### src/rtl/odd_pipe_pkg.sv
// Shared types and constants for the odd-pipe result select / writeback block.
package odd_pipe_pkg;

  localparam int DATA_W = 128;
  localparam int ADDR_W = 7;
  localparam int CNT_W  = 8;

  // Source-unit tag carried with every staged result
  typedef enum logic [1:0] {
    UNIT_NONE = 2'd0,
    UNIT_PERM = 2'd1,
    UNIT_LS   = 2'd2,
    UNIT_BR   = 2'd3
  } unit_e;

  // One staging slot; bit 0 of rt/data is the MSB (big-endian numbering)
  typedef struct packed {
    logic               valid;
    unit_e              unit;
    logic [0:ADDR_W-1]  rt;
    logic [0:DATA_W-1]  data;
  } stage_t;

  localparam stage_t STAGE_RESET = '{
    valid: 1'b0,
    unit:  UNIT_NONE,
    rt:    {ADDR_W{1'b0}},
    data:  {DATA_W{1'b0}}
  };

  // True when two or more of the three result valids are high together
  function automatic logic multi_valid(input logic p, input logic l, input logic b);
    return (p & l) | (p & b) | (l & b);
  endfunction

endpackage

### src/rtl/odd_result_select_if.sv
// Result-select bus: unit results in, writeback and forwarding taps out.
// Optional coll_cnt exists only when ODD_SEL_COLLISION_CNT_EN is defined.
interface odd_result_select_if
  import odd_pipe_pkg::*;
#(
  parameter int DEPTH = 4
);

  logic                      perm_valid;
  logic [0:DATA_W-1]         perm_data;
  logic [0:ADDR_W-1]         perm_rt;
  logic                      ls_valid;
  logic [0:DATA_W-1]         ls_data;
  logic [0:ADDR_W-1]         ls_rt;
  logic                      br_valid;
  logic [0:DATA_W-1]         br_data;
  logic [0:ADDR_W-1]         br_rt;

  logic                      wb_we;
  logic [0:DATA_W-1]         wb_data;
  logic [0:ADDR_W-1]         wb_rt;
  logic [1:0]                wb_unit;
  logic [0:DEPTH-1]          fwd_valid;
  logic [0:DEPTH*ADDR_W-1]   fwd_rt;
  logic [0:DEPTH*DATA_W-1]   fwd_data;
  logic                      collision_err;
`ifdef ODD_SEL_COLLISION_CNT_EN
  logic [0:CNT_W-1]          coll_cnt;
`endif

  modport master (
    output perm_valid, perm_data, perm_rt,
    output ls_valid, ls_data, ls_rt,
    output br_valid, br_data, br_rt,
    input  wb_we, wb_data, wb_rt, wb_unit,
    input  fwd_valid, fwd_rt, fwd_data,
    input  collision_err
`ifdef ODD_SEL_COLLISION_CNT_EN
    , input coll_cnt
`endif
  );

  modport slave (
    input  perm_valid, perm_data, perm_rt,
    input  ls_valid, ls_data, ls_rt,
    input  br_valid, br_data, br_rt,
    output wb_we, wb_data, wb_rt, wb_unit,
    output fwd_valid, fwd_rt, fwd_data,
    output collision_err
`ifdef ODD_SEL_COLLISION_CNT_EN
    , output coll_cnt
`endif
  );

endinterface

### src/rtl/odd_pipe_stage.sv
// One staging register of the odd-pipe writeback pipe: async clear,
// synchronous flush that drops the valid (payload kept, tag forced to none).
module odd_pipe_stage
  import odd_pipe_pkg::*;
(
  input  logic   clk,
  input  logic   reset,
  input  logic   flush,
  input  stage_t in_s,
  output stage_t stage_q
);

  stage_t stage_d;

  // Next slot contents: take the upstream entry unless the pipe is flushed
  always_comb begin
    stage_d = in_s;
    if (flush) begin
      stage_d       = stage_q;
      stage_d.valid = 1'b0;
      stage_d.unit  = UNIT_NONE;
    end else begin
      stage_d = in_s;
    end
  end

  // Slot register with asynchronous active-low clear
  always_ff @(posedge clk or negedge reset) begin
    if (!reset) begin
      stage_q <= STAGE_RESET;
    end else begin
      stage_q <= stage_d;
    end
  end

endmodule

### src/rtl/odd_result_select.sv
// Odd-pipe result select: fixed-priority pick (perm > ls > br), DEPTH-stage
// staging pipe to the register-file write port, forwarding taps, sticky
// collision flag. Optional saturating collision counter: ODD_SEL_COLLISION_CNT_EN.
module odd_result_select
  import odd_pipe_pkg::*;
#(
  parameter int DEPTH = 4
)(
  input  logic                clk,
  input  logic                reset,
  input  logic                unit_reset,
  odd_result_select_if.slave  bus
);

  stage_t sel_s;
  stage_t stage_in_s [DEPTH];
  stage_t stage_q    [DEPTH];
  logic   collision_s;
  logic   collision_err_d;
  logic   collision_err_q;

  assign collision_s = multi_valid(bus.perm_valid, bus.ls_valid, bus.br_valid);

  // Priority select; with nothing valid the head slot keeps its payload
  always_comb begin
    sel_s       = stage_q[0];
    sel_s.valid = 1'b0;
    sel_s.unit  = UNIT_NONE;
    if (bus.perm_valid) begin
      sel_s = '{valid: 1'b1, unit: UNIT_PERM, rt: bus.perm_rt, data: bus.perm_data};
    end else if (bus.ls_valid) begin
      sel_s = '{valid: 1'b1, unit: UNIT_LS, rt: bus.ls_rt, data: bus.ls_data};
    end else if (bus.br_valid) begin
      sel_s = '{valid: 1'b1, unit: UNIT_BR, rt: bus.br_rt, data: bus.br_data};
    end else begin
      sel_s.valid = 1'b0;
    end
  end

  for (genvar i = 0; i < DEPTH; i++) begin : g_stage
    if (i == 0) begin : g_head
      assign stage_in_s[i] = sel_s;
    end else begin : g_body
      assign stage_in_s[i] = stage_q[i-1];
    end

    odd_pipe_stage u_stage (
      .clk     (clk),
      .reset   (reset),
      .flush   (unit_reset),
      .in_s    (stage_in_s[i]),
      .stage_q (stage_q[i])
    );

    assign bus.fwd_valid[i]                  = stage_q[i].valid;
    assign bus.fwd_rt[i*ADDR_W +: ADDR_W]    = stage_q[i].rt;
    assign bus.fwd_data[i*DATA_W +: DATA_W]  = stage_q[i].data;
  end

  // Writeback port is the last slot; its tag is already none when invalid
  assign bus.wb_we   = stage_q[DEPTH-1].valid;
  assign bus.wb_rt   = stage_q[DEPTH-1].rt;
  assign bus.wb_data = stage_q[DEPTH-1].data;
  assign bus.wb_unit = stage_q[DEPTH-1].unit;

  // Sticky collision flag: flush clears and wins over a new collision
  always_comb begin
    collision_err_d = collision_err_q;
    if (unit_reset) begin
      collision_err_d = 1'b0;
    end else if (collision_s) begin
      collision_err_d = 1'b1;
    end else begin
      collision_err_d = collision_err_q;
    end
  end

  // Collision flag register
  always_ff @(posedge clk or negedge reset) begin
    if (!reset) begin
      collision_err_q <= 1'b0;
    end else begin
      collision_err_q <= collision_err_d;
    end
  end

  assign bus.collision_err = collision_err_q;

`ifdef ODD_SEL_COLLISION_CNT_EN
  logic [0:CNT_W-1] coll_cnt_d;
  logic [0:CNT_W-1] coll_cnt_q;

  // Saturating collision-cycle count, one per cycle however many collided
  always_comb begin
    coll_cnt_d = coll_cnt_q;
    if (unit_reset) begin
      coll_cnt_d = 8'd0;
    end else if (collision_s && (coll_cnt_q != 8'd255)) begin
      coll_cnt_d = coll_cnt_q + 8'd1;
    end else begin
      coll_cnt_d = coll_cnt_q;
    end
  end

  // Collision counter register
  always_ff @(posedge clk or negedge reset) begin
    if (!reset) begin
      coll_cnt_q <= 8'd0;
    end else begin
      coll_cnt_q <= coll_cnt_d;
    end
  end

  assign bus.coll_cnt = coll_cnt_q;
`endif

endmodule

### src/flat_wrapper.sv
// flat-port wrapper written by rule: the top's interface ports become plain ports
module odd_result_select_flat import odd_pipe_pkg::*;
#(
  parameter int DEPTH = 4
)
  (clk, reset, unit_reset, bus_perm_valid, bus_perm_data, bus_perm_rt, bus_ls_valid, bus_ls_data, bus_ls_rt, bus_br_valid, bus_br_data, bus_br_rt, bus_wb_we, bus_wb_data, bus_wb_rt, bus_wb_unit, bus_fwd_valid, bus_fwd_rt, bus_fwd_data, bus_collision_err);
  odd_result_select_if #(.DEPTH(DEPTH)) bus_i ();
  input  logic clk;
  input  logic reset;
  input  logic unit_reset;
  input wire logic [$bits(bus_i.perm_valid)-1:0] bus_perm_valid;
  input wire logic [$bits(bus_i.perm_data)-1:0] bus_perm_data;
  input wire logic [$bits(bus_i.perm_rt)-1:0] bus_perm_rt;
  input wire logic [$bits(bus_i.ls_valid)-1:0] bus_ls_valid;
  input wire logic [$bits(bus_i.ls_data)-1:0] bus_ls_data;
  input wire logic [$bits(bus_i.ls_rt)-1:0] bus_ls_rt;
  input wire logic [$bits(bus_i.br_valid)-1:0] bus_br_valid;
  input wire logic [$bits(bus_i.br_data)-1:0] bus_br_data;
  input wire logic [$bits(bus_i.br_rt)-1:0] bus_br_rt;
  output wire logic [$bits(bus_i.wb_we)-1:0] bus_wb_we;
  output wire logic [$bits(bus_i.wb_data)-1:0] bus_wb_data;
  output wire logic [$bits(bus_i.wb_rt)-1:0] bus_wb_rt;
  output wire logic [$bits(bus_i.wb_unit)-1:0] bus_wb_unit;
  output wire logic [$bits(bus_i.fwd_valid)-1:0] bus_fwd_valid;
  output wire logic [$bits(bus_i.fwd_rt)-1:0] bus_fwd_rt;
  output wire logic [$bits(bus_i.fwd_data)-1:0] bus_fwd_data;
  output wire logic [$bits(bus_i.collision_err)-1:0] bus_collision_err;
  assign bus_i.perm_valid = bus_perm_valid;
  assign bus_i.perm_data = bus_perm_data;
  assign bus_i.perm_rt = bus_perm_rt;
  assign bus_i.ls_valid = bus_ls_valid;
  assign bus_i.ls_data = bus_ls_data;
  assign bus_i.ls_rt = bus_ls_rt;
  assign bus_i.br_valid = bus_br_valid;
  assign bus_i.br_data = bus_br_data;
  assign bus_i.br_rt = bus_br_rt;
  assign bus_wb_we = bus_i.wb_we;
  assign bus_wb_data = bus_i.wb_data;
  assign bus_wb_rt = bus_i.wb_rt;
  assign bus_wb_unit = bus_i.wb_unit;
  assign bus_fwd_valid = bus_i.fwd_valid;
  assign bus_fwd_rt = bus_i.fwd_rt;
  assign bus_fwd_data = bus_i.fwd_data;
  assign bus_collision_err = bus_i.collision_err;
  odd_result_select #(.DEPTH(DEPTH)) u_core (.clk(clk), .reset(reset), .unit_reset(unit_reset), .bus(bus_i));
endmodule
### config.mk
export PLATFORM = sky130hd
export DESIGN_NAME = odd_result_select_flat
export DESIGN_NICKNAME = d
export VERILOG_FILES = /design/src/rtl/odd_pipe_pkg.sv /design/src/rtl/odd_result_select_if.sv /design/src/rtl/odd_pipe_stage.sv /design/src/rtl/odd_result_select.sv /design/src/flat_wrapper.sv
export SDC_FILE = /design/constraint.sdc
export NUM_CORES = 1
export LEC_CHECK = 0
export CAP_MARGIN = 20
export CORE_AREA = 3 3 421 423
export DETAILED_ROUTE_END_ITERATION = 10
export DIE_AREA = 0 0 424 426
export PLACE_DENSITY = 0.48
export RECOVER_POWER = 25
export REMOVE_ABC_BUFFERS = 1
export SYNTH_ARGS = -nofsm -noshare
export SYNTH_HDL_FRONTEND = slang
export SYNTH_HIERARCHICAL = 1
export SYNTH_SLANG_ARGS = --single-unit
### constraint.sdc
create_clock -name clk -period 0.95 [get_ports clk]
set_input_delay 0.2375 -clock clk [delete_from_list [all_inputs] [get_ports clk]]
set_output_delay 0.2375 -clock clk [all_outputs]
set_load 0.01 [all_outputs]
### After elaboration in Yosys (flattened, before gate mapping)

Index checks and enable logic that the tools add are counted.

* register bits: 553
* logic and storage cells: 36
* output and inout port bits: 683
* bits of input ports: 411

* reduce and logical (&&, ||, !) cells: 3
* bitwise operators: 6
* muxes and demuxes: 10

Operators with widths (count)
* 138-bit two-way mux: 6
* 137-bit two-way mux: 1
* 1-bit bitwise AND: 3
* 1-bit two-way mux: 3
* 3-bit nonzero test: 1
* 1-bit OR: 2
* 2-bit AND reduction: 1
* 2-bit nonzero test: 1
* 1-bit inverter: 1

### Depth between registers and ports, before layout

* depth in word-level cells: 5
* gate-level depth with buffers: 6
* gate-level depth less buffers: 3

### Cells and area by module

The synthesis kept the hierarchy.

By module, submodules not included
* odd_pipe_stage: instances 4, area an instance 5154.9 um^2, cells an instance 291, seq. area each 3453.3 um^2
* odd_result_select: instances 1, area an instance 6334.8 um^2, cells an instance 762, seq. area each 25.0 um^2

### Worst setup path before layout

Ideal clock, no wire load.

* path type: input to register
* from: input port bus_perm_valid
* to: register, netlist name u_core/g_stage[0].u_stage/stage_q[103]
* library setup time: 125 ps
* required time: 825 ps
* cell stages on the path: 6
* path slack: -425 ps
* data arrival time: 1250 ps
* buffers on the path: 3
* path through: buf_4 nor2_4 buf_4 clkbuf_4 a211oi_2 mux2_2

RTL lines
* from (decl): RTL line flat_wrapper.sv:11 `input wire logic [$bits(bus_i.perm_valid)-1:0] bus_perm_valid;`

### Worst setup path in the final report

* from: register, netlist name u_core/g_stage[3].u_stage/stage_q[14]
* to: output port bus_fwd_data[14]

RTL lines
* to (decl): RTL line flat_wrapper.sv:26 `output wire logic [$bits(bus_i.fwd_data)-1:0] bus_fwd_data;`

No word-level cell between the ends.

==> results by group <==
Routing
  • Vias per cell: 3.77
  • Wire per inst: around 25 um
  • ANT nets after route: 0
  • Drt pass-1 iters: 5
  • First DRT Iteration DRCs: 1024
  • Remaining DRCs: 0
  • Via count: 23000
  • Post-Route WL: approximately 160000 um

Placed design
  • Place WS: -0.815 ns
  • Placed cell areas: 44300 um2
  • Port-buffer cells: 1093
  • DPL Wire Length: between 100000 and 150000 um
  • RD Place Congestion: 0.868

Yosys
  • Post-Synthesis Cells: around 1900
  • Synth Area in XOR/XNOR: 0%
  • Post-Synth Adder-Cell Area: 0%
  • Mux cell area share after synthesis: ~28%
  • Synth warnings: 6
  • Seq cells post-synth: around 550
  • Sequential-to-total area share from yosys stat: 51.3%
  • Post-synthesis simple-gate area fraction: 7.28%
  • Mapped cell area: between 20000 and 30000 um2
  • Largest family of logic cells by synthesized area: multiplexers
  • Netlist cell types: 23
  • Synthesized area per cell: 14.0 um2
  • Synth Area in Compound Gates: under 10%

Floorplanning
  • I/O Pins: 1094
  • Die height: 426 um
  • Die width: 424 um
  • Core area: 174000 um2
  • Std-Cell Rows: 153
  • Starting density of the core: 15.5%
  • Die area: about 180000 um2

Power and ir drop
  • Total power: 110 mW
  • Peak supply drop: 0.00120 V
  • Pleak: 22.0 nW
  • Pwr dens: 2160 nW/um2

Clocking
  • Worst-skew pair later-pin latency: 0.67 ns
  • CTS tree: done
  • Worst-path clk slew: 0.07 ns
  • H-tree Lvls: 3
  • # clock sinks: 553
  • Clock Tree Buf Depth: 3
  • Root Buffer: clkbuf_16
  • Num CTS Buffers: 76

STA
  • Final WS setup: -0.674 ns
  • Final Setup Violations: 1466
  • Clk_skew: 0.0388 ns
  • RSZ-0062 raised after global routing: yes
  • Minimum clock period: between 1.5 and 2 ns
  • Tcrit/Tclk final: 171%
  • Post-route setup TNS: -582.16 ns
  • Final slew viol count: 0
  • Slew @ Worst Pin: roughly 0.66 ns
  • FMAX: about 0.62 GHz
  • Slew HR: 56.1%
  • Final hold violations: 0

Critical path
  • Reg2reg path depth: 5
  • CP max FO: 3
  • Largest delay share family, worst path: flip-flops
  • Startpoint types: register
  • Critical Path End Type: output pin
  • CP Buf/Inv Count: 2
  • Slowest CP cell: dfrtp_2
  • Reg2reg start: u_core/g_stage[0].u_stage/stage_q[25]
  • Flop2flop setup slack: -0.42 ns
  • Worst-path cell chain: buf_12 -> buf_6
  • Biggest cell delay along the critical path: 0.47 ns
  • Critical Path AT: about 1.4 ns
  • Worst endpoint required time: between 0.7 and 0.8 ns
  • FF-to-FF End: u_core/g_stage[0].u_stage/stage_q[25]
  • Crit Path Category: register to output pin

Hold path
  • Hold_sp: unit_reset
  • Hold Crit Class: primary input to register
  • Hold path depth: 3
  • Endpoint of the worst hold path: u_core/g_stage[1].u_stage/stage_q[79]

Final layout
  • Layout cell share with drive strength beyond 1: 66.0%
  • Area delta synth->final: 89.1%
  • Final net count: 4111
  • Fin area: about 50000 um2

Global route
  • Vias in the first global route: 24100
  • Initial antenna violation count: 31
  • First-pass GRT wire length: 205000 um
  • Largest net degree at the start of global routing: 49
  • Gr usage total: roughly 16%
  • GRT overflow: 0

Run status
  • Status: complete, but fails checks
  • Failing checks: setup timing

Run
  • MaxCap Viol Count: 0
[worst max-delay path by stage]
stage	from	to	slack [ns]	cells past startpoint
finish	u_core/g_stage[3].u_stage/stage_q[14]	bus_fwd_data[14]	-0.67	2
global route	u_core/g_stage[3].u_stage/stage_q[52]	bus_fwd_data[52]	-0.75	2
CTS	u_core/g_stage[3].u_stage/stage_q[14]	bus_fwd_data[14]	-0.76	2
detailed placement	bus_ls_valid	u_core/g_stage[0].u_stage/stage_q[123]	-0.82	6
global placement	bus_ls_valid	u_core/g_stage[0].u_stage/stage_q[123]	-0.81	6
floorplan	bus_perm_valid	u_core/g_stage[0].u_stage/stage_q[133]	-2.35	3
[Yosys cell counts]
master	number	area, um2
nor3b_1	135	1010
a211oi_2	105	1310
buf_1	1	3.75
buf_4	144	1080
inv_1	2	7.51
nor2_1	2	7.51
mux2i_1	135	1350
buf_8	1	15.0
or3_1	1	6.26
clkbuf_8	2	27.5
clkbuf_4	2	15.0
nor2b_1	146	913
mux2_2	540	6080
buf_12	1	20.0
dfrtp_1	553	13800
buf_2	26	130
clkbuf_1	27	101
a21o_1	1	7.51
a211oi_1	30	225
nor3_1	2	10.0
buf_6	68	766
a221oi_1	1	8.76
nor2_4	1	11.3
[state kept, by name (all words and copies together) (netlist names)]
register / count
u_core/g_stage.u_stage/stage_q: 552
u_core/bus.collision_err: 1
[per-layer routing]
metal | up-vias | track usage [%] | wire length [um]
li1 | 10400 | - | -
met1 | 11800 | 19.2 | 62500
met2 | 658 | 28.6 | 78400
met3 | 172 | 5.07 | 10100
met4 | 12 | 4.26 | 4300
met5 | - | 0 | 81
[metrics by stage]
stage / instances / util, % / hold slack [ns]
3_5_place_dp: 5700 / 25.5 / 0.260
2_1_floorplan: 1654 / - / -0.0581
5_1_grt: 6087 / 29.3 / 0.152
6_report: 6096 / 29.3 / 0.203
4_1_cts: 6058 / 27.8 / 0.107
3_3_place_gp: 5700 / 25.5 / 0.265
[cells in the final DEF (no fill, tap or decap), types with 2 or more instances in the layout]
cell type and n:
buf_6 827, dfrtp_1 474, buf_4 445, clkdlybuf4s50_1 405, mux2_2 389, buf_2 188, mux2_4 151, nor2b_1 146
nor3b_1 135, a211oi_2 113, buf_12 83, dfrtp_2 79, clkbuf_16 78, mux2i_1 74, mux2i_2 35, mux2i_4 26
a211oi_1 21, clkbuf_8 18, buf_8 15, clkbuf_1 14, clkinv_2 13, diode_2 11, inv_6 7, clkinvlp_4 5
clkinv_8 3, clkbuf_4 2, inv_1 2, nor2_1 2, nor3_1 2
[area by class of cell]
class	count	area, um2
Fill cell	18100	123000
Timing Repair Buffer	1968	19600
Sequential cell	553	13900
Multi-Input combinational cell	1099	12000
Tap cell	2325	2910
Clock buffer	109	2250
Clock inverter	29	243
Antenna cell	11	27.5
Inverter	2	7.51
[cell families after synthesis]
logic type / Yosys count
compound gates: 137
mux: 675
buf+inv: 274
flops: 553
simple gates: 287
[repair_timing]
action | CTS | global route
setup buffers | 220 | 128
hold buffers | 1 | 0
hold endpoints to repair | 553 | 0
setup endpoints to repair | 879 | 1028
pin swaps | 2 | 111
gates resized for setup | 3332 | 603
[report_power, final]
| group | internal, mW | leakage, nW | total (mW) | switching, mW |
|---|---|---|---|---|
| combinational | 28.3 | 14.6 | 47.3 | 19.0 |
| sequential | 28.9 | 6.24 | 34.1 | 5.28 |
| clock | 16.8 | 1.22 | 28.9 | 12.1 |
[tightest hold or removal path: cells and delay by family]
kind                   cells  cell delay [ns]
buffers and inverters      2             0.37
muxes                      1             0.20
(Power assumes the default switching activity.)
